`src/rtl/unidade_controle_multiciclo.sv`:
```
// rtl/unidade_controle_multiciclo.sv - multi-cycle processor control unit (IDLE/T0..T3 FSM)
//
// Purpose: sequences a small multi-cycle datapath. An instruction is latched
// into an internal IR copy at the end of T0. Every later step decodes only that
// copy, so Instrucao may change freely once T0 is over.
//
// Ports:
//   Clock      rising-edge clock
//   Resetn     asynchronous active-low reset
//   Run        start request (sampled in IDLE and in the final step)
//   Instrucao  instruction word {opcode[2:0], Rx[RB-1:0], Ry[RB-1:0]}
//   G_zero     datapath register G equals zero
//   IRin       load instruction register (T0)
//   Rin        one-hot register write enable
//   Rout       one-hot register bus-drive select
//   Ain, Gin   load A / load G
//   Gout       G drives the bus
//   DINout     DIN drives the bus
//   Ulaop      ALU op: 00 add, 01 sub, 10 and, 11 slt
//   Done       one-cycle pulse in the final step of each instruction
//   Tstep      current step T0..T3 (00 in IDLE)
//   Busy       high in any state except IDLE
module unidade_controle_multiciclo #(
   parameter int NREG = 8,
   parameter int RB   = $clog2(NREG),
   localparam int IW  = 3 + 2*RB
) (
   input  logic            Clock,
   input  logic            Resetn,
   input  logic            Run,
   input  logic [IW-1:0]   Instrucao,
   input  logic            G_zero,
   output logic            IRin,
   output logic [NREG-1:0] Rin,
   output logic [NREG-1:0] Rout,
   output logic            Ain,
   output logic            Gin,
   output logic            Gout,
   output logic            DINout,
   output logic [1:0]      Ulaop,
   output logic            Done,
   output logic [1:0]      Tstep,
   output logic            Busy
);

   typedef enum logic [2:0] {
      S_IDLE,
      S_T0,
      S_T1,
      S_T2,
      S_T3
   } state_t;

   localparam logic [2:0] OP_MV   = 3'b000;
   localparam logic [2:0] OP_MVI  = 3'b001;
   localparam logic [2:0] OP_ADD  = 3'b010;
   localparam logic [2:0] OP_SUB  = 3'b011;
   localparam logic [2:0] OP_MVNZ = 3'b100;
   localparam logic [2:0] OP_AND  = 3'b101;
   localparam logic [2:0] OP_SLT  = 3'b110;

   localparam logic [NREG-1:0] ONE = {{(NREG-1){1'b0}}, 1'b1};

   state_t        state;
   state_t        state_nxt;
   logic [IW-1:0] ir;

   logic [2:0]    opcode;
   logic [RB-1:0] rx;
   logic [RB-1:0] ry;
   logic          is_alu;
   logic [1:0]    alu_op;
   // Final-step continuation shared by every instruction: back-to-back on Run.
   state_t        after_done;

   assign opcode     = ir[IW-1:IW-3];
   assign rx         = ir[2*RB-1:RB];
   assign ry         = ir[RB-1:0];
   assign after_done = Run ? S_T0 : S_IDLE;

   always_ff @(posedge Clock or negedge Resetn) begin
      if (!Resetn) begin
         state <= S_IDLE;
         ir    <= '0;
      end else begin
         state <= state_nxt;
         if (state == S_T0) begin
            ir <= Instrucao;
         end
      end
   end

   always_comb begin
      is_alu = 1'b0;
      alu_op = 2'b00;
      case (opcode)
         OP_ADD:  begin is_alu = 1'b1; alu_op = 2'b00; end
         OP_SUB:  begin is_alu = 1'b1; alu_op = 2'b01; end
         OP_AND:  begin is_alu = 1'b1; alu_op = 2'b10; end
         OP_SLT:  begin is_alu = 1'b1; alu_op = 2'b11; end
         default: begin is_alu = 1'b0; alu_op = 2'b00; end
      endcase
   end

   always_comb begin
      state_nxt = state;
      IRin      = 1'b0;
      Rin       = '0;
      Rout      = '0;
      Ain       = 1'b0;
      Gin       = 1'b0;
      Gout      = 1'b0;
      DINout    = 1'b0;
      Ulaop     = 2'b00;
      Done      = 1'b0;
      Tstep     = 2'b00;
      Busy      = 1'b0;

      case (state)
         S_IDLE: begin
            if (Run) begin
               state_nxt = S_T0;
            end
         end

         S_T0: begin
            Busy      = 1'b1;
            Tstep     = 2'b00;
            IRin      = 1'b1;
            state_nxt = S_T1;
         end

         S_T1: begin
            Busy  = 1'b1;
            Tstep = 2'b01;
            if (is_alu) begin
               Rout      = ONE << rx;
               Ain       = 1'b1;
               state_nxt = S_T2;
            end else begin
               Done      = 1'b1;
               state_nxt = after_done;
               case (opcode)
                  OP_MV: begin
                     Rout = ONE << ry;
                     Rin  = ONE << rx;
                  end
                  OP_MVI: begin
                     DINout = 1'b1;
                     Rin    = ONE << rx;
                  end
                  OP_MVNZ: begin
                     // Conditional move; with G=0 nothing moves at all.
                     if (!G_zero) begin
                        Rout = ONE << ry;
                        Rin  = ONE << rx;
                     end
                  end
                  default: begin
                     // Reserved opcode: NOP, Done only.
                  end
               endcase
            end
         end

         S_T2: begin
            Busy      = 1'b1;
            Tstep     = 2'b10;
            Rout      = ONE << ry;
            Gin       = 1'b1;
            Ulaop     = alu_op;
            state_nxt = S_T3;
         end

         S_T3: begin
            Busy      = 1'b1;
            Tstep     = 2'b11;
            Gout      = 1'b1;
            Rin       = ONE << rx;
            Done      = 1'b1;
            state_nxt = after_done;
         end

         default: begin
            state_nxt = S_IDLE;
         end
      endcase
   end

endmodule

```
`config.mk`:
```
export PLATFORM = sky130hd
export DESIGN_NAME = unidade_controle_multiciclo
export DESIGN_NICKNAME = d
export VERILOG_FILES = /design/src/rtl/unidade_controle_multiciclo.sv
export SDC_FILE = /design/constraint.sdc
export NUM_CORES = 1
export LEC_CHECK = 0
export ABC_CLOCK_PERIOD_IN_PS = 1500
export CORE_ASPECT_RATIO = 1.25
export CORE_MARGIN = 2
export CORE_UTILIZATION = 36
export DETAILED_ROUTE_END_ITERATION = 8
export PLACE_DENSITY = 0.82
export SLEW_MARGIN = 10
export SYNTH_ARGS = -nofsm -noshare
export SYNTH_HDL_FRONTEND = slang
export SYNTH_SLANG_ARGS = --single-unit
```
`constraint.sdc`:
```
create_clock -name Clock -period 1.5 [get_ports Clock]
set_clock_uncertainty 0.1 [all_clocks]
set_input_delay 0.15 -clock Clock [delete_from_list [all_inputs] [get_ports Clock]]
set_output_delay 0.15 -clock Clock [all_outputs]
set_load 0.05 [all_outputs]
```
==> load_flow_metrics.sql, run 1 <==
INSERT INTO impl_metrics (metric_group, metric, value, unit) VALUES
('die', 'die_w', '47.5', 'um'),
('logic_synthesis', 'yosys.cell_types.count', '37', ''),
('logic_synthesis', 'synth_seq_cells', '12', ''),
('logic_synthesis', 'synth_area_per_cell', '9.36', 'um2'),
('status', 'outcome.stop_stage', 'detailed placement', ''),
('placed_design', 'place_congestion', '0.756', ''),
('logic_synthesis', 'top_cell_type_by_total_area_after_synthesis', 'dfrtp_1', ''),
('placed_design', 'io_buffers', '39', ''),
('logic_synthesis', 'synth_top_area_share', '0.352', ''),
('placed_design', 'dp.final_hpwl', '3430', 'um'),
('die', 'die_h', '58.4', 'um'),
('logic_synthesis', 'netlist_top_cells_area', 'dfrtp_1 (35%), mux2_2 (11%), nand2b_1 (5.1%)', ''),
('status', 'run_status', 'did not finish', ''),
('logic_synthesis', 'mappedNetlistNets', '104', ''),
('die', 'core.rowCount', '19', ''),
('die', 'initial_core_util', '0.385', ''),
('die', 'floorplan.io_pins', '40', ''),
('status', 'stop_error', '[ERROR DPL-0033] detailed placement checks failed during check placement.', ''),
('logic_synthesis', 'count_of_mapped_cells_out_of_synthesis', '91', ''),
('logic_synthesis', 'synthesis.area', '852', 'um2'),
('logic_synthesis', 'synth_sequential_area_ratio', '0.352', ''),
('logic_synthesis', 'yosys_warnings', '0', '');
[metrics by stage]
step	instances	TNS [ps]
after floorplan	91	-6400
after global placement	190	-5760
[synthesized netlist by cell type, drive strengths merged]
| master | instances |
|---|---|
| nor2b | 1 |
| or3b | 1 |
| nor4b | 2 |
| xnor2 | 2 |
| o31ai | 1 |
| nand2 | 6 |
| nor2 | 1 |
| a211oi | 1 |
| clkbuf | 4 |
| dfrtp | 12 |
| buf | 2 |
| a31oi | 1 |
| and3 | 1 |
| o211ai | 1 |
| mux2 | 8 |
| nand2b | 7 |
| nand3b | 2 |
| and2b | 1 |
| xor2 | 1 |
| nor3 | 5 |
| and3b | 1 |
| o32ai | 4 |
| or2 | 1 |
| o21bai | 1 |
| or3 | 1 |
| a21oi | 2 |
| nor3b | 2 |
| o21ai | 4 |
| inv | 5 |
| a21boi | 2 |
| nor4 | 3 |
| nand3 | 1 |
| o22ai | 4 |
[cell families after synthesis]
family,count (synthesis),share of synthesized area
and+or+nand+nor,36,0.276
AOI/OAI and AO/OA,21,0.178
DFF,12,0.352
buffers and inverters,11,0.0572
muxes,8,0.106
xor gates and xnor gates,3,0.0308
==> run 2: changes to the inputs <==
- ABC_CLOCK_PERIOD_IN_PS: 1500 -> 1950
- CORE_ASPECT_RATIO: 1.25 -> unset
- CORE_UTILIZATION: 36 -> 21
- PLACE_DENSITY: 0.82 -> unset
- PLACE_DENSITY_LB_ADDON: unset -> 0.15
- clock period: 1.5 -> 1.95 ns (I/O delays scaled with it)
==> load_flow_metrics.sql, run 2 <==
INSERT INTO impl_metrics (metric_group, metric, value, unit) VALUES
('status', 'run_status', 'finished with violations', ''),
('status', 'violations_in_the_final_reports', 'negative setup slack', ''),
('detailed_routing', 'remaining_drc_errors', '0', ''),
('global_routing', 'pin_count_of_the_biggest_net_entering_global_routing', '13', ''),
('logic_synthesis', 'top_cell_type_by_total_area_after_synthesis', 'dfrtp_1', ''),
('logic_synthesis', 'synth_sequential_area_ratio', '0.352', ''),
('power_and_ir_drop', 'total_leakage_power', '0.821', 'nW'),
('detailed_routing', 'viasPerCell', '4.50', ''),
('detailed_routing', 'drt.antenna.violating_nets', '0', ''),
('min_path', 'min_path_type', 'input port to async pin', ''),
('die', 'die_area', '0.00458', 'mm2'),
('logic_synthesis', 'proportion_of_register_bits_with_asynchronous_set_or_reset_after_synthesis', '1.00', ''),
('layout', 'final_cell_count_no_fill', '206', ''),
('timing', 'final_period_utilization', '1.03', ''),
('clock_tree', 'clock_transition_at_the_register_clock_pins_on_the_worst_setup_and_hold_paths_after_cts', '50', 'ps'),
('logic_synthesis', 'count_of_mapped_cells_out_of_synthesis', '91', ''),
('logic_synthesis', 'netlist_top_cells_area', 'dfrtp_1 (35%), mux2_2 (11%), nand2b_1 (5.1%)', ''),
('critical_path', 'worstPathRequired', '1650', 'ps'),
('timing', 'final.setup.worst_slack', '-64.8', 'ps'),
('timing', 'finalHoldViolations', '0', ''),
('layout', 'largest_register_ffs', '9', ''),
('timing', 'clock.fmax', '496', 'MHz'),
('clock_tree', 'cts.path.max_buffers', '2', ''),
('logic_synthesis', 'synth.most_common_cell', 'dfrtp_1', ''),
('die', 'design.core.area', '0.00394', 'mm2'),
('detailed_routing', 'vias', '926', ''),
('timing', 'tightest_slew', '515', 'ps'),
('logic_synthesis', 'synth_top_area_share', '0.352', ''),
('clock_tree', 'cts_root_buf', 'clkbuf_8', ''),
('die', 'core.rowCount', '23', ''),
('clock_tree', 'cts_hold_buf', '0', ''),
('die', 'floorplan.io_pins', '40', ''),
('global_routing', 'grt.overflow.total', '0', ''),
('layout', 'drive_above_1_share', '0.705', ''),
('layout', 'layout_common_cells', 'buf_4 (25), buf_12 (19), clkdlybuf4s50_1 (12), buf_6 (11), mux2_2 (8)', ''),
('logic_synthesis', 'yosys.cell_types.count', '37', ''),
('layout', 'final_nets', '170', ''),
('timing', 'setup-tns-final', '-361', 'ps'),
('logic_synthesis', 'synth-edff-count', '0', ''),
('detailed_routing', 'drt_first_pass_iters', '3', ''),
('layout', 'number_of_inserted_diodes', '0', ''),
('global_routing', 'grt_pass1_vias', '975', ''),
('logic_synthesis', 'synth_area_per_cell', '9.36', 'um2'),
('layout', 'largest_register', 'ir', ''),
('global_routing', 'track_usage', '0.135', ''),
('timing', 'timing.final.crit_period', '2010', 'ps'),
('placed_design', 'io_buffers', '39', ''),
('critical_path', 'critical-path-top-cell-by-count', 'buf_6', ''),
('clock_tree', 'cts-htree-levels', '1', ''),
('power_and_ir_drop', 'peak_vdd_ir', '0.882', 'mV'),
('detailed_routing', 'routed_wire_length_per_instance', '13.3', 'um'),
('placed_design', 'dp.final_hpwl', '2190', 'um'),
('critical_path', 'timing.critical_path.slowest_cell_delay', '430', 'ps'),
('detailed_routing', 'detailedRoute.firstIterationViolations', '9', ''),
('clock_tree', 'numCtsBuffers', '3', ''),
('timing', 'final-setup-viol-count', '12', ''),
('power_and_ir_drop', 'power_density_cells', '1730', 'mW/mm2'),
('critical_path', 'crit_path_start_kind', 'flop', ''),
('critical_path', 'timing.critical_path.to_type', 'output pin', ''),
('critical_path', 'critical_path_arrival', '1720', 'ps'),
('logic_synthesis', 'synthFlopType', 'dfrtp_1', ''),
('global_routing', 'grt_antenna_before_repair', '0', ''),
('global_routing', 'grt_first_pass_wirelength', '4610', 'um'),
('critical_path', 'critical-path-top-delay-family', 'buffers and inverters', ''),
('logic_synthesis', 'synthesis.area', '852', 'um2'),
('layout', 'largest_registers', 'ir: 9 flops, state: 3 flops', ''),
('placed_design', 'post-place-cells', '191', ''),
('critical_path', 'crit_path_top_delay_cell', 'dfrtp_2', ''),
('die', 'die_w', '67.7', 'um'),
('logic_synthesis', 'synth.cells.most_frequent', 'dfrtp_1 (12), mux2_2 (8), nand2b_1 (7)', ''),
('critical_path', 'bufs_and_invs_on_worst_path', '3', ''),
('timing', 'rsz_0062_raised_after_global_routing', 'yes', ''),
('logic_synthesis', 'synth_seq_cells', '12', ''),
('clock_tree', 'clk_latency', '230', 'ps'),
('detailed_routing', 'routed_wl', '2740', 'um'),
('clock_tree', 'cts_sinks', '12', ''),
('die', 'initial_core_util', '0.216', ''),
('placed_design', 'place_congestion', '0.748', ''),
('die', 'die_h', '67.7', 'um'),
('timing', 'finalMaxSlewViolations', '0', ''),
('logic_synthesis', 'mappedNetlistNets', '104', ''),
('layout', 'layout-area-overhead-vs-synth', '144', '%'),
('clock_tree', 'tritoncts', 'built', ''),
('critical_path', 'critical_path_class', 'flop to output pin', ''),
('critical_path', 'worstPathCellList', 'and2b_1, buf_6, a31oi_4, buf_6, nor3_4, buf_12', ''),
('logic_synthesis', 'yosys_warnings', '0', ''),
('critical_path', 'largest_fanout_on_the_critical_path', '7', ''),
('timing', 'remaining_max_slew_budget_at_the_tightest_pin', '0.656', ''),
('run', 'drv.max_cap_violation_count', '0', ''),
('layout', 'most_common_cell_after_layout_fill_and_taps_aside', 'buf_4', '');
==> run 2: worst register-to-register path: stages (launching register included) <==
cell and delay (ps):
dfrtp_2 400, buf_4 150, buf_4 130, nor3b_2 170, buf_4 220, mux2_2 360
==> run 2: where the power goes <==
group          leakage [nW]  internal (W)  switching (W)  total, W
sequential            0.137      0.000385       0.000204  0.000588
clock                0.0288      0.000178      0.0000827  0.000260
combinational         0.655       0.00129        0.00147   0.00276
==> run 2: path summary, 6_finish.rpt <==
kind	from	end	slack [ps]	depth (start not counted)
max	state[1]	Rin[3]	-60	6
min	Resetn	ir[2]	200	1
max reg2reg	state[2]	ir[3]	310	5
min reg2reg	ir[0]	ir[0]	460	1
max in group asynchronous	Resetn	ir[6]	1170	1
min in group Clock	Run	state[0]	410	3
==> run 2: area by class of cell <==
type                       count  area, um2
fill                         341       1860
multi-input combinational     68        826
timing repair buffer          67        812
sequential                    12        308
tap                           50       62.6
clock buffer                   4       55.1
inverter                       5       18.8
==> run 2: per-stage QoR <==
| step | setup slack [ps] | utilization | hold WS, ps | instance area, um2 | total power (W) |
|---|---|---|---|---|---|
| after floorplan | -351 | - | -201 | 1070 | 0.00202 |
| after global placement | 8.09 | 0.453 | 430 | 1790 | 0.00292 |
| after detailed placement | -32.5 | 0.453 | 440 | 1790 | 0.00296 |
| after CTS | -51.7 | 0.503 | 215 | 1980 | 0.00347 |
| after global routing | -135 | 0.528 | 230 | 2080 | 0.00384 |
| final | -64.8 | 0.528 | 203 | 2080 | 0.00361 |
==> run 2: logic make-up (layout without fill, tap and decap cells) <==
group / count (synthesis) / in the layout / synth area share
buffers and inverters: 11 / 76 / 0.0572
AOI/OAI and AO/OA: 21 / 21 / 0.178
xor gates and xnor gates: 3 / 3 / 0.0308
muxes: 8 / 8 / 0.106
and+or+nand+nor: 36 / 36 / 0.276
DFF: 12 / 12 / 0.352
==> run 2: layer usage <==
layer	wire, um	global-route usage	vias to the layer above
li1	-	-	469
met1	1140	0.168	436
met2	1500	0.239	19
met3	80	0.0117	2
met4	14	0.0536	0
met5	0	0	-
==> run 2: repair_timing <==
action | CTS | global route
setup buffers | 8 | 5
gates resized for setup | 18 | 19
setup endpoints to repair | 20 | 19
pin swaps | 5 | 10
No activity file was read; power rests on OpenSTA's default activity.
